--- config.mk ---
export PLATFORM = sky130hd
export DESIGN_NAME = if_fetch_unit
export DESIGN_NICKNAME = d
export VERILOG_FILES = /design/src/rtl/if_fetch_unit.sv
export SDC_FILE = /design/constraint.sdc
export NUM_CORES = 1
export LEC_CHECK = 0
export ABC_AREA = 1
export CAP_MARGIN = 20
export CORE_MARGIN = 4
export CORE_UTILIZATION = 30
export CTS_CLUSTER_DIAMETER = 30
export CTS_CLUSTER_SIZE = 20
export DETAILED_ROUTE_END_ITERATION = 12
export SYNTH_ARGS = -nofsm -noshare
export SYNTH_HDL_FRONTEND = slang
export SYNTH_SLANG_ARGS = --single-unit
--- constraint.sdc ---
create_clock -name clk -period 2.19 [get_ports clk]
set_input_delay 0.438 -clock clk [delete_from_list [all_inputs] [get_ports clk]]
set_output_delay 0.438 -clock clk [all_outputs]
set_load 0.01 [all_outputs]
--- src/rtl/if_fetch_unit.sv ---
// Instruction-fetch stage: owns the PC, talks req/ack to instruction memory and
// presents a registered pc/instruction/bubble triple to the IF/DF buffer.
module if_fetch_unit #(
    parameter logic [15:0] RESET_PC = 16'h0000,
    parameter int          PC_STEP  = 2,
    parameter logic [15:0] NOP_INST = 16'h0000
) (
    input  logic        clk,
    input  logic        rst,
    input  logic        stall,
    input  logic        redirect,
    input  logic [15:0] redirect_pc,
    output logic        imem_req,
    output logic [15:0] imem_addr,
    input  logic        imem_ack,
    input  logic [15:0] imem_rdata,
    output logic [15:0] pc_out,
    output logic [15:0] inst_out,
    output logic        nop_n
);

    localparam logic [1:0] IDLE  = 2'd0;
    localparam logic [1:0] FETCH = 2'd1;
    localparam logic [1:0] HOLD  = 2'd2;
    localparam logic [1:0] DRAIN = 2'd3;

    localparam logic [15:0] STEP = 16'(PC_STEP);

    logic [1:0]  state_q, state_d;
    logic [15:0] pc_q, pc_d;
    logic [15:0] req_addr_q, req_addr_d;
    logic [15:0] skid_pc_q, skid_pc_d;
    logic [15:0] skid_inst_q, skid_inst_d;
    logic [15:0] pc_out_q, pc_out_d;
    logic [15:0] inst_out_q, inst_out_d;
    logic        nop_n_q, nop_n_d;
    logic [15:0] pc_inc;
    logic        ack;

    assign imem_req  = (state_q == FETCH) || (state_q == DRAIN);
    assign imem_addr = req_addr_q;
    assign pc_out    = pc_out_q;
    assign inst_out  = inst_out_q;
    assign nop_n     = nop_n_q;

    // Acks arriving while no request is up are ignored; wrap-around is intended.
    assign ack    = imem_ack & imem_req;
    assign pc_inc = pc_q + STEP;

    always_comb begin
        state_d     = state_q;
        pc_d        = pc_q;
        req_addr_d  = req_addr_q;
        skid_pc_d   = skid_pc_q;
        skid_inst_d = skid_inst_q;
        pc_out_d    = pc_out_q;
        inst_out_d  = inst_out_q;
        nop_n_d     = nop_n_q;

        case (state_q)
            IDLE: begin
                req_addr_d = pc_q;
                state_d    = FETCH;
            end
            FETCH: begin
                if (redirect) begin
                    // Flushed slot becomes a bubble even under stall.
                    pc_d       = redirect_pc;
                    inst_out_d = NOP_INST;
                    nop_n_d    = 1'b0;
                    if (ack) begin
                        req_addr_d = redirect_pc;
                    end else begin
                        state_d = DRAIN;
                    end
                end else if (ack) begin
                    pc_d = pc_inc;
                    if (!stall) begin
                        pc_out_d   = req_addr_q;
                        inst_out_d = imem_rdata;
                        nop_n_d    = 1'b1;
                        req_addr_d = pc_inc;
                    end else begin
                        skid_pc_d   = req_addr_q;
                        skid_inst_d = imem_rdata;
                        state_d     = HOLD;
                    end
                end else if (!stall) begin
                    pc_out_d   = req_addr_q;
                    inst_out_d = NOP_INST;
                    nop_n_d    = 1'b0;
                end
            end
            HOLD: begin
                if (redirect) begin
                    pc_d       = redirect_pc;
                    req_addr_d = redirect_pc;
                    inst_out_d = NOP_INST;
                    nop_n_d    = 1'b0;
                    state_d    = FETCH;
                end else if (!stall) begin
                    pc_out_d   = skid_pc_q;
                    inst_out_d = skid_inst_q;
                    nop_n_d    = 1'b1;
                    req_addr_d = pc_q;
                    state_d    = FETCH;
                end
            end
            default: begin
                // DRAIN: wait out the stale request, keep the latest target.
                inst_out_d = NOP_INST;
                nop_n_d    = 1'b0;
                if (redirect) begin
                    pc_d = redirect_pc;
                end
                if (ack) begin
                    req_addr_d = redirect ? redirect_pc : pc_q;
                    state_d    = FETCH;
                end
            end
        endcase
    end

    always_ff @(posedge clk) begin
        if (!rst) begin
            state_q     <= IDLE;
            pc_q        <= RESET_PC;
            req_addr_q  <= RESET_PC;
            skid_pc_q   <= 16'h0000;
            skid_inst_q <= 16'h0000;
            pc_out_q    <= 16'h0000;
            inst_out_q  <= NOP_INST;
            nop_n_q     <= 1'b0;
        end else begin
            state_q     <= state_d;
            pc_q        <= pc_d;
            req_addr_q  <= req_addr_d;
            skid_pc_q   <= skid_pc_d;
            skid_inst_q <= skid_inst_d;
            pc_out_q    <= pc_out_d;
            inst_out_q  <= inst_out_d;
            nop_n_q     <= nop_n_d;
        end
    end

endmodule
; ---- Word-level counts from Yosys, hierarchy flattened
; Cells that the tools add are included.
[op_classes]
n_mux = 38
n_reduce_logical = 12
n_addsub = 1
bitwise_logic = 3
n_eq_ne = 14
[op_table]
columns = cell, count
row1 = $mux W16, 20
row2 = $pmux W16 S3, 2
row3 = $pmux W16 S2, 2
row4 = $add A16 B2 Y16 const B, 1
row5 = $ne A3 B3 Y1 const B, 5
row6 = $mux W2, 7
row7 = $ne A2 B2 Y1 const B, 5
row8 = $reduce_and A5 Y1, 2
row9 = $reduce_and A4 Y1, 2
row10 = $pmux W2 S3, 1
row11 = $mux W1, 5
row12 = $eq A2 B2 Y1 const B, 2
row13 = $ne A4 B4 Y1 const B, 1
row14 = $reduce_and A2 Y1, 2
row15 = $reduce_bool A4 Y1, 1
row16 = $pmux W1 S3, 1
row17 = $reduce_and A3 Y1, 1
row18 = $reduce_bool A3 Y1, 1
row19 = $eq A2 B1 Y1 const B, 1
row20 = $logic_not A2 Y1, 1
row21 = $not A1 Y1, 2
row22 = $reduce_bool A2 Y1, 1
row23 = $and A1 B1 Y1, 1
row24 = $logic_or A1 B1 Y1, 1
[totals]
out_inout_bits = 50
elab_cells = 76
inputBits = 37
reg_bits = 99

; ---- Logic depth before layout (Yosys ltp)
[logic_depth]
ltp_word = 6
mapped_depth = 13

; ---- Worst setup path before layout
; No wires, ideal clock.
[synth_path]
path_type = register to register
from = register state_q[1]
to = register inst_out_q[10] (netlist: inst_out[10])
setup_slack_ns = 0.588
path_stages_with_launch = 11
t_arrival_ns = 1.470
path_buffers = 2
setup_ns = 0.132
required_time_ns = 2.058
synth_period_minus_slack_ns = 1.602
path_cell_list = dfxtp_1 > inv_1 > ha_1 > buf_4 > inv_2 > nand2_1 > nand2_1 > buf_2 > o21ai_0 > nand2_1 > a21oi_1
[synth_via]
elab_chain_cells = 6
word_cells_on_any_way = 13
cone_classes = 5 x eq/ne / 3 x mux / 2 x bitwise / 3 x reduce/logical
[synth_lines]
columns = item, line_no
row1 = "start, declared", 29  ; logic [1:0] state_q, state_d;
row2 = "start signal, assigned", 135  ; state_q <= state_d;
row3 = $eq A2 B1 Y1 or $eq A2 B2 Y1 (tied branches), 40  ; assign imem_req = (state_q == FETCH) || (state_q == DRAIN);
row4 = $logic_or A1 B1 Y1 (*), 40
row5 = via imem_req, 13  ; output logic imem_req,
row6 = $and A1 B1 Y1 (*), 47  ; assign ack = imem_ack & imem_req;
row7 = $mux W16 (*), 76  ; end else if (ack) begin
row8 = $mux W16 (*), 66  ; if (redirect) begin
row9 = $pmux W16 S3 (*), 60  ; case (state_q)
row10 = "end signal, assigned", 141  ; inst_out_q <= inst_out_d;
row11 = "end, declared", 35  ; logic [15:0] inst_out_q, inst_out_d;
; The timed path passes the listed nets; every way through them passes the cells marked *.
; A chain may end at the register's enable or synchronous reset.

; ---- Worst setup path after layout
[layout_path]
from = register state_q[0]
to = register nop_n_q (netlist: nop_n)
[layout_via]
elab_chain_cells = 6
word_cells_on_any_way = 12
cone_classes = 4 x eq/ne / 3 x mux / 2 x bitwise / 3 x reduce/logical
[layout_lines]
columns = item, line_no
row1 = $eq A2 B1 Y1 or $eq A2 B2 Y1 (tied branches), "40, 60"
row2 = $logic_or A1 B1 Y1, 40
row3 = $and A1 B1 Y1, 47
row4 = $mux W1, 76
row5 = $mux W1, 66
row6 = $pmux W1 S3, 60
row7 = "end signal, assigned", 142  ; nop_n_q <= nop_n_d;
row8 = "end, declared", 36  ; logic nop_n_q, nop_n_d;
; Parallel ways exist; a longest one is shown, timed or not.

==> metrics <==
Fillers=1,736; Slew Viols, Final=0; Synth top area share=40.25%; Peak supply drop=0.4503 mV; number of synthesized flops with an enable pin=0; post-synthesis sequential area ratio=40.25%; crit-path cells=inv_1, ha_1, buf_4, clkinv_1, buf_4, nand2_1, o2111ai_1, a21oi_1; GPL Wtd Cong=0.8332; largest net degree at the start of global routing=56; sw frac=40.86%; ANT cells=0; GRT Total Usage=15.91%; vias per cell=4.869; die area=18,520 um2; CTS tree=done; Worst-path clk slew=0.06 ns; DR iter-0 viols=594; GRT busiest layer=met1; Cell Area, Synth=4923 um2; Power, Total=7.515 mW; Cell Area, Placed=6052 um2; Max Cap Viol=0; YS warnings=0; cell family with most CP delay=buffers and inverters; Final #Nets=860; grt ovf=0; GRT met1 Usage=23.25%; Pint=4.445 mW; Initial Util=30.77%; worst slew pin tran=0.4648 ns; Mapped Avg Cell Area=6.662 um2; first-pass GRT wire length=23.54 mm; Netlist cell types=34; Crit-path slowest cell=dfxtp_1; CP Data Arrival Time=2.14 ns; Max clock buf depth=2; post-route cell area=6380 um2; PortBufs=86; CTS buffer count=9; crit path time final=1.850 ns; Die W=136.1 um; post-route clock period utilization=84.46%; area leader, netlist=dfxtp_1; Mapped Cells=739; Clock Skew=0.005739 ns; most frequent CP cell=buf_4; worst skew pair latency=0.35 ns; RSZ-0062 raised after global routing=no; H-tree levels=3; final std cells w/o fill=1,039; CTS root buf=clkbuf_16; Global Route met3 Usage=3.553%; ys flop type=dfxtp_1; met2 Use GR=23.23%; Clk pwr share=22.2%; Critical Path Start Type=flip-flop; die height=136.1 um; Final Hold Viols=0; hpwl dp=10.44 mm; Wirelength per Cell=14.19 um; critical path fanouts, max=23; CP max stage delay=0.36 ns; WS Path Type=flip-flop to flip-flop; Final TNS setup=0 ns; Fmax=0.5406 GHz; status=complete, no violations; static leakage=2.378 nW; post-CTS setup buffers=0; Worst slew margin=69.02%; antenna-violating nets left=0; pwr dens=1178 nW/um2; CP Buf/Inv Count=4; CORE AREA=16,000 um2; Final setup viols=0; number of synthesized register bits=99; placed cells=1,023; HP Class=flip-flop to flip-flop; DRC=0; Area contributors post-synth=dfxtp_1 (40%), nand2_1 (13%), o21ai_0 (9.6%); # rows=46; vias in the first global route=4,404; Mapped Nets=781; Total Wirelength=14.74 mm; area of the multi-input gates=2582 um2; Flop pwr share=35.2%; Required @ worst endpoint=2.48 ns; initial antenna violation count=0; share of layout cells above drive strength 1=7.655%; # IOs=87; Crit. End Element=flip-flop; flip-flop and latch area=1982 um2; clk sinks=99; Combinational Power Share=42.6%; FFs w/ async S/R, synth=0%; drt pass-1 iters=5; Area growth syn-to-layout=29.58%; NetSw=3.071 mW; vias after detailed routing=5,059
[path summary, 6_finish.rpt]
kind,startpoint,endpoint,slack [ns],cells after the start
worst max-delay path,state_q[0],nop_n,0.34,8
worst min-delay path,skid_inst_q[15],skid_inst_q[15],0.46,2
worst max register to register,state_q[0],nop_n,0.34,8
worst min register to register,skid_inst_q[15],skid_inst_q[15],0.46,2
[what timing repair did]
item	in CTS	in global routing
endpoints found under the setup margin	1	1
gates resized for setup	2	1
hold buffers	0	0
cloned	0	0
[routing by layer]
| layer | routed length (um) | vias to the layer above | share of wire, % |
|---|---|---|---|
| met1 | 7284 | 2293 | 49 |
| met2 | 6526 | 132 | 44 |
| met4 | 217 | 0 | 1.5 |
| met3 | 712 | 14 | 4.8 |
| met5 | 0 | - | 0 |
| li1 | - | 2620 | - |
[tightest hold or removal path: cells and delay by family (launching register included)]
kind,cells,cell delay (ns)
buf+inv,1,0.06
compound gates,1,0.06
flops,1,0.30
[sequential cells by signal, indices dropped and copies added, names as in the netlist]
register,flops
pc_q,16
inst_out,16
nop_n,1
imem_addr,16
skid_pc_q,16
state_q,2
pc_out,16
skid_inst_q,16
[power by group through the flow]
| stage | clock network [mW] | registers [mW] | logic (mW) |
|---|---|---|---|
| finish | 1.67 | 2.65 | 3.20 |
| global route | 1.79 | 2.69 | 3.59 |
| CTS | 1.72 | 2.63 | 3.21 |
| detailed placement | 0 | 2.67 | 3.19 |
| global placement | 0 | 2.67 | 3.16 |
| floorplan | 0 | 2.58 | 1.97 |
[cells in the mapped netlist, types with 6 or more instances]
master      n
o21ai_1    19
a31oi_1    18
nand3_1    41
inv_1      26
clkbuf_1   19
o21ai_0    94
nand2_1   175
a21oi_1    62
dfxtp_1    99
buf_2      16
nor2_1    112
nand4_1     6
[through the flow]
step | hold slack [ns] | util (%) | setup slack [ns]
finish | 0.4619 | 39.87 | 0.3403
global route | 0.4851 | 39.87 | 0.1603
CTS | 0.4654 | 39.86 | 0.05081
detailed placement | 0.4552 | 37.82 | 0.01120
global placement | 0.4465 | 37.82 | 0.06425
floorplan | 0.4297 | - | 0.5877
[cells in the final DEF (no fill, tap or decap), types with 2 or more instances in the layout]
master,count
nand2_1,175
nor2_1,112
dfxtp_1,99
o21ai_0,94
clkdlybuf4s50_1,84
a21oi_1,62
nand3_1,41
buf_4,28
inv_1,26
o21ai_1,19
a31oi_1,18
clkbuf_16,9
nand4_1,6
inv_2,5
o22ai_1,4
ha_1,4
nand2_2,3
nor2_2,3
o211ai_1,3
nor2_4,2
o21ai_2,2
clkinv_1,2
nor3b_1,2
clkbuf_8,2
buf_12,2
[area by class of cell]
class | count | share of cell area (%)
multi-input cells | 559 | 40.48
repair buffers | 116 | 17.38
clock inverters | 5 | 0.9414
clock buffers | 11 | 3.962
well taps | 216 | 4.236
inverters | 33 | 1.942
flip-flops and latches | 99 | 31.06
[kinds of logic (layout without fill, tap and decap cells)]
family	count (synthesis)	count (layout)	share of synthesized area, %
simple gates	347	347	28.69
buf+inv	81	165	7.548
flops	99	99	40.25
fa+ha+maj	5	5	1.271
xor+xnor	1	1	0.1779
compound gates	206	206	22.06
Power figures use the tool's default switching activity.
